$ cat config.mk
export PLATFORM = sky130hd
export DESIGN_NAME = gin_bus
export DESIGN_NICKNAME = d
export VERILOG_FILES = /design/src/rtl/gin_bus.sv
export SDC_FILE = /design/constraint.sdc
export NUM_CORES = 1
export LEC_CHECK = 0
export ABC_AREA = 1
export CORE_ASPECT_RATIO = 1.5
export CORE_MARGIN = 2
export CORE_UTILIZATION = 40
export DETAILED_ROUTE_END_ITERATION = 10
export GPL_TIMING_DRIVEN = 0
export PLACE_DENSITY = 0.82
export SLEW_MARGIN = 40
export SYNTH_ARGS = -nofsm -noshare
export SYNTH_HDL_FRONTEND = slang
export SYNTH_SLANG_ARGS = --single-unit
$ cat constraint.sdc
create_clock -name clk -period 1.3 [get_ports clk]
set_input_delay 0.26 -clock clk [delete_from_list [all_inputs] [get_ports clk]]
set_output_delay 0.26 -clock clk [all_outputs]
set_load 0.05 [all_outputs]
$ cat src/rtl/gin_bus.sv
// gin_bus: tag-routed multicast distribution bus with a serial ID scan chain.
// Each downstream master owns one ID register. The IDs are loaded by shifting
// them in through id_scan_in while set_id is high. The last ID leaves on
// id_scan_out, so several buses can be daisy-chained.
// An incoming {enable, tag, value} word is presented combinationally to every
// master whose ID equals the tag. The source sees ready only when all of those
// masters are ready, so a multicast completes in one cycle or stalls as a whole.
// The bus holds no data of its own.
// Optional feature: define GIN_BROADCAST_EN to make the all-ones tag address
// every master regardless of its ID.
module gin_bus #(
  parameter int MASTER_NUMS = 14,
  parameter int ID_LEN      = 4,
  parameter int VALUE_LEN   = 8
) (
  input  logic                        clk,
  input  logic                        rst,
  input  logic [ID_LEN+VALUE_LEN:0]   enable_tag_value,
  output logic                        ready,
  input  logic                        master_ready       [MASTER_NUMS],
  output logic [VALUE_LEN:0]          master_enable_data [MASTER_NUMS],
  input  logic                        set_id,
  input  logic [ID_LEN-1:0]           id_scan_in,
  output logic [ID_LEN-1:0]           id_scan_out
);

  // Fields of the incoming word: enable is the MSB and value is in the LSBs.
  logic                 in_enable;
  logic [ID_LEN-1:0]    in_tag;
  logic [VALUE_LEN-1:0] in_value;

  assign in_enable = enable_tag_value[ID_LEN+VALUE_LEN];
  assign in_tag    = enable_tag_value[ID_LEN+VALUE_LEN-1:VALUE_LEN];
  assign in_value  = enable_tag_value[VALUE_LEN-1:0];

  // ID chain state and its next-state value.
  logic [ID_LEN-1:0] id_q [MASTER_NUMS];
  logic [ID_LEN-1:0] id_d [MASTER_NUMS];

  // Per-master match, and "this master does not block the transfer".
  logic [MASTER_NUMS-1:0] match;
  logic [MASTER_NUMS-1:0] accept;

  // Data may only be delivered outside reset and outside ID programming.
  logic deliver_ok;
  assign deliver_ok = ~rst & ~set_id;

  // With broadcast support, the all-ones tag overrides the ID compare.
  logic tag_bcast;
`ifdef GIN_BROADCAST_EN
  localparam logic [ID_LEN-1:0] BCAST_TAG = '1;
  assign tag_bcast = (in_tag == BCAST_TAG);
`else
  assign tag_bcast = 1'b0;
`endif

  genvar gi;
  generate
    for (gi = 0; gi < MASTER_NUMS; gi++) begin : g_master
      // Scan chain next state: the head takes the serial input, and every
      // other stage takes its upstream neighbour. All stages hold while idle.
      if (gi == 0) begin : g_head
        assign id_d[gi] = set_id ? id_scan_in : id_q[gi];
      end else begin : g_body
        assign id_d[gi] = set_id ? id_q[gi-1] : id_q[gi];
      end

      assign match[gi]  = (id_q[gi] == in_tag) | tag_bcast;
      assign accept[gi] = ~match[gi] | master_ready[gi];

      // The value fans out to every master. Only matching masters see enable.
      assign master_enable_data[gi] = {in_enable & match[gi] & deliver_ok, in_value};
    end
  endgenerate

  // ID registers: reset to all-ones, and shift on every edge with set_id high.
  always_ff @(posedge clk or posedge rst) begin
    if (rst) begin
      for (int k = 0; k < MASTER_NUMS; k++) id_q[k] <= '1;
    end else begin
      for (int k = 0; k < MASTER_NUMS; k++) id_q[k] <= id_d[k];
    end
  end

  // When no master matches, accept is all ones and the word is dropped.
  assign ready       = deliver_ok & (&accept);
  assign id_scan_out = id_q[MASTER_NUMS-1];

endmodule

## After elaboration in Yosys (flattened, before gate mapping)

Cells that the tools add are included.

- Eq/ne operators: 14
- Bitwise logic cells: 60
- Reduce and logical (&&, ||, !) cells: 1

Operator list:

| operator | number |
|---|---|
| $eq 4x4->1 | 14 |
| $and 1x1->1 | 30 |
| $not 1->1 | 16 |
| $or 1x1->1 | 14 |
| $reduce_and 14->1 | 1 |

- Word-level logic and storage cells: 89
- Bits in registers: 56
- Output and inout bits: 131
- Input bits: 34

## Logic depth before layout (Yosys ltp)

- Depth in word-level cells: 5
- Gate-level depth with buffers: 10
- Gate-level depth less buffers: 9

## Worst setup path before layout

No wires, ideal clock.

- Path kind: reg2out
- Start point: register id_q[27] in the netlist's numbering
- End point: output port ready
- Path slack: -0.568 ns
- Data required time: 1.040 ns
- Buffers on the path: 0
- Data arrival time: 1.608 ns
- Cell stages (with the launch flop): 8
- Cell sequence: dfstp_2 > xor2_1 > nor2_2 > nand3_1 > nand2_1 > nor2_1 > nand2_1 > nor2_1

- Cells in the longest elaborated chain, start to end: 5

RTL lines:

| item | line | RTL |
|---|---|---|
| start, declared | 37 | `logic [ID_LEN-1:0] id_q [MASTER_NUMS];` |
| $eq 4x4->1 | 68 | `assign match[gi] = (id_q[gi] == in_tag) \| tag_bcast;` |
| $not 1->1 | 69 | `assign accept[gi] = ~match[gi] \| master_ready[gi];` |
| $or 1x1->1 | 69 |  |
| $reduce_and 14->1 | 86 | `assign ready = deliver_ok & (&accept);` |
| $and 1x1->1 | 86 |  |
| end, declared | 19 | `output logic ready,` |

Every way passes these cells.

## Worst setup path in the final report

- Start point: register id_q[4] in the netlist's numbering
- End point: output port ready

Same word-level chain as after synthesis.

==> impl_summary.txt <==
----------------------------------------------------
[Clock tree]
  Hold buffers post-CTS ... 0
  Clk pin slew, worst setup/hold paths ... 0.07 ns
  Maximum buffer depth of the clock tree ... 2
  Insertion delay of the later-clocked pin in the worst-skew pair ... 0.30 ns
  Clk Tree Root Cell ... sky130_fd_sc_hd__clkbuf_16
  Clock Sink Count ... 56
  TritonCTS buffer count ... 5
  # H-tree levels ... 2
  TritonCTS clock tree ... done

[Yosys]
  Cell type contributing the most total cell area after synthesis ... sky130_fd_sc_hd__dfstp_2
  Top-area cell type share of the netlist area ... 35.2%
  Total number of yosys warnings ... 0
  Sequential-to-total area share from yosys stat ... 35.2%
  Synth Cell Area ... 4180 um^2
  Top cells by area in the synthesized netlist ... sky130_fd_sc_hd__dfstp_2, sky130_fd_sc_hd__buf_4, sky130_fd_sc_hd__nand2_1, sky130_fd_sc_hd__o21ai_0, sky130_fd_sc_hd__inv_1
  Mean instance size in the synthesized netlist ... 6.89 um^2
  Post-synthesis sequential element count ... 56
  Gate Count Post-Synth ... 607
  Number of unique standard cell types used by synthesis ... 17
  Post-Syn Nets ... 641

[Worst hold path]
  Hold/Removal Path Class ... in -> reg

[Floorplan]
  Core footprint ... 10100 um^2
  Ports placed on the boundary ... 165
  Row count ... 45
  Die width ... 87.5 um
  Starting utilization of the core area ... 41.3%
  Die outline area ... 11300 um^2
  Overall die height ... 129 um

[Setup path]
  Most Frequent Cell on Critical Path ... sky130_fd_sc_hd__nand2_1
  Startpoint of the lowest-slack register-to-register path ... id_q[14]$_DFFE_PP1P_
  Worst-path cell chain ... inv_1 > nand2_1 > nand2_1 > nor2_2 > nand3b_1 > nand2_1 > nor2_1 > nand2_1 > nor2_4 > buf_8
  Family of cells with the greatest summed delay on the critical path ... simple AND/OR/NAND/NOR gates
  Worst EP required ... 1.04 ns
  Crit Path Max Fanout ... 3
  Critical path buffers and inverters ... 2
  Kind of launch point of the worst setup path ... register
  R2r setup slk ... 0.42 ns
  Max stage delay on crit path ... 0.55 ns
  Worst reg-to-reg path cell count ... 2
  Critical path class ... reg -> out
  Master of the slowest instance on the critical path ... sky130_fd_sc_hd__dfstp_2
  CP Capture Type ... output pin
  Instance count on the critical path ... 10
  Capturing instance or port of the critical path ... ready
  Worst reg2reg endpoint ... id_q[14]$_DFFE_PP1P_
  Worst path arrival time ... 1.77 ns
  Worst setup startpoint ... id_q[4]$_DFFE_PP1P_

[STA]
  Fin. max-slew vios ... 0
  Setup clock skew after layout ... 0.00718 ns
  Actual slew at the worst max-slew pin ... 0.507 ns
  Final critical-path setup slack ... -0.728 ns
  Worst slack on hold paths ... 0.403 ns
  Post-route minimum period ... 2.03 ns
  Headroom to the max-slew limit ... 66.2%
  Final period utilization ... 156%
  Achievable clock frequency ... 0.493 GHz
  Final Hold Violating Endpoints ... 0
  Unrepaired setup endpoints after global routing ... true
  Number of setup violations in the final report ... 19

[Run status]
  Run status ... finished, violations left
  Violated checks ... negative setup slack

[Final layout]
  Layout cells sized above 1 ... 37.4%
  Cell Count, Final, Fillers Out ... 890
  Sequential Area ... 1470 um^2
  Multi-input gate area in the final layout ... 1680 um^2
  Synthesis-to-layout area growth ... 48.2%
  Net count, final ... 806
  Count of fill cells added during filler insertion ... 937
  Number of diodes added for antenna fixing ... 0

[Global route]
  Overall fraction of global-route tracks in use ... 20.7%
  Vias in the first global route ... 4089
  Final global-route overflow total ... 0
  Initial antenna violation count ... 0
  Largest net degree at the start of global routing ... 43
  Wire length of the first global-routing pass ... 18700 um

[Placed design]
  Post-Place Setup Slack ... -1.65 ns
  Placed Cells ... 879
  # port buffers ... 154
  Sum of net half-perimeters after detailed placement ... 9190 um
  GP Congestion ... 0.883

[Detailed routing]
  TritonRoute pass-1 iters ... 5
  Vias per cell ... 4.59
  Sum of routed wire length over all layers ... 12000 um
  Total number of vias ... 4081
  Post-route DRC ... 0
  Average wire length per cell after detail routing ... 13.4 um
  Detailed Route Iter0 Violations ... 277
  Final antenna-violating net count ... 0

[Pwr]
  P per Cell Area ... 1060 nW/um^2
  Total Power Consumption ... 6.58 mW
  Total leakage power ... 3.12 nW
  IR Drop Worst-Case VDD ... 0.654 mV

[Run]
  Max-capacitance violation count ... 0

----------------------------------------------------
## worst reg2reg max path: stages, from the launching register on
cell and delay [ns]:
sky130_fd_sc_hd__dfstp_2 0.55, sky130_fd_sc_hd__inv_1 0.06, sky130_fd_sc_hd__o21ai_0 0.18
## what timing repair did
action                     4_1_cts  5_1_grt
setup buffers                    2        2
setup endpoints to repair      131       19
gates resized for setup        275       18
pin swaps                        6        6
## area by class of cell
class                           count  share of cell area (%)
Inverter                           63                    3.86
Multi-Input combinational cell    351                    27.1
Timing Repair Buffer              159                    23.9
Clock buffer                        6                    2.08
Tap cell                          117                    2.36
Sequential cell                    56                    23.7
Buffer                            136                    16.4
Clock inverter                      2                   0.565
## state kept, by name, summed over array words and instances (netlist names)
name / cells
id_scan_out: 4
id_q: 52
## report_power, final
part / internal, mW / switching [mW] / leakage [nW] / total, mW
registers: 2.19 / 0.229 / 0.585 / 2.42
clock network: 0.908 / 0.613 / 0.0808 / 1.52
logic: 0.945 / 1.69 / 2.45 / 2.64
total: 4.05 / 2.53 / 3.12 / 6.58
## through the flow
step / utilization, % / cell area (um^2) / setup TNS (ns)
3_3_place_gp: 59.2 / 6000 / -81.14
6_report: 61.1 / 6200 / -8.43
4_1_cts: 60.6 / 6140 / -8.30
2_1_floorplan: - / 4320 / -2.04
3_5_place_dp: 59.5 / 6030 / -33.63
5_1_grt: 61.1 / 6200 / -9.37
## cell families (layout without fill, tap and decap cells)
| logic type | Yosys count | in the layout | synth area share, % |
|---|---|---|---|
| AO/OA/AOI/OAI | 55 | 55 | 6.58 |
| XOR/XNOR | 7 | 7 | 1.47 |
| buffers and inverters | 200 | 366 | 29.6 |
| flip-flops | 56 | 56 | 35.2 |
| multiplexers | 1 | 1 | 0.269 |
| AND/OR/NAND/NOR | 288 | 288 | 26.9 |
## cell usage after synthesis
master / number
sky130_fd_sc_hd__a21oi_1: 5
sky130_fd_sc_hd__buf_1: 5
sky130_fd_sc_hd__nand3_1: 8
sky130_fd_sc_hd__nor2_1: 48
sky130_fd_sc_hd__nand3b_1: 5
sky130_fd_sc_hd__inv_2: 3
sky130_fd_sc_hd__buf_2: 2
sky130_fd_sc_hd__mux2_2: 1
sky130_fd_sc_hd__xor2_1: 7
sky130_fd_sc_hd__buf_6: 5
sky130_fd_sc_hd__nand2_1: 221
sky130_fd_sc_hd__nor2_2: 6
sky130_fd_sc_hd__inv_1: 60
sky130_fd_sc_hd__buf_4: 119
sky130_fd_sc_hd__clkbuf_1: 6
sky130_fd_sc_hd__dfstp_2: 56
sky130_fd_sc_hd__o21ai_0: 50
## how the worst min path moves through the flow
stage                               start                    endpoint  depth (start not counted)  slack (ns)
2_1_floorplan               id_scan_in[0]        id_q[52]$_DFFE_PP1P_                          2        0.37
3_3_place_gp   id_scan_out[1]$_DFFE_PP1P_  id_scan_out[1]$_DFFE_PP1P_                          2        0.48
3_5_place_dp         id_q[41]$_DFFE_PP1P_        id_q[41]$_DFFE_PP1P_                          2        0.48
4_1_cts                            set_id        id_q[23]$_DFFE_PP1P_                          2        0.40
5_1_grt                            set_id        id_q[23]$_DFFE_PP1P_                          2        0.43
6_report                           set_id        id_q[23]$_DFFE_PP1P_                          2        0.40
## layout by cell type (no fill, tap or decap), drive strengths merged, types with 2 or more instances in the layout
cell type	n
a21oi	5
buf	154
clkbuf	13
clkdlybuf4s15	2
clkdlybuf4s50	20
dfstp	56
dlygate4sd2	112
inv	63
nand2	221
nand3	8
nand3b	5
nor2	54
o21ai	50
xor2	7
## metal layers
layer / global-route usage, % / wire length [um] / up-vias
met5: 0 / 0 / -
met3: 2.80 / 542 / 21
met2: 39.0 / 6570 / 147
met1: 22.8 / 4500 / 1878
met4: 8.14 / 337 / 0
li1: - / - / 2035
(Power assumes the default switching activity.)
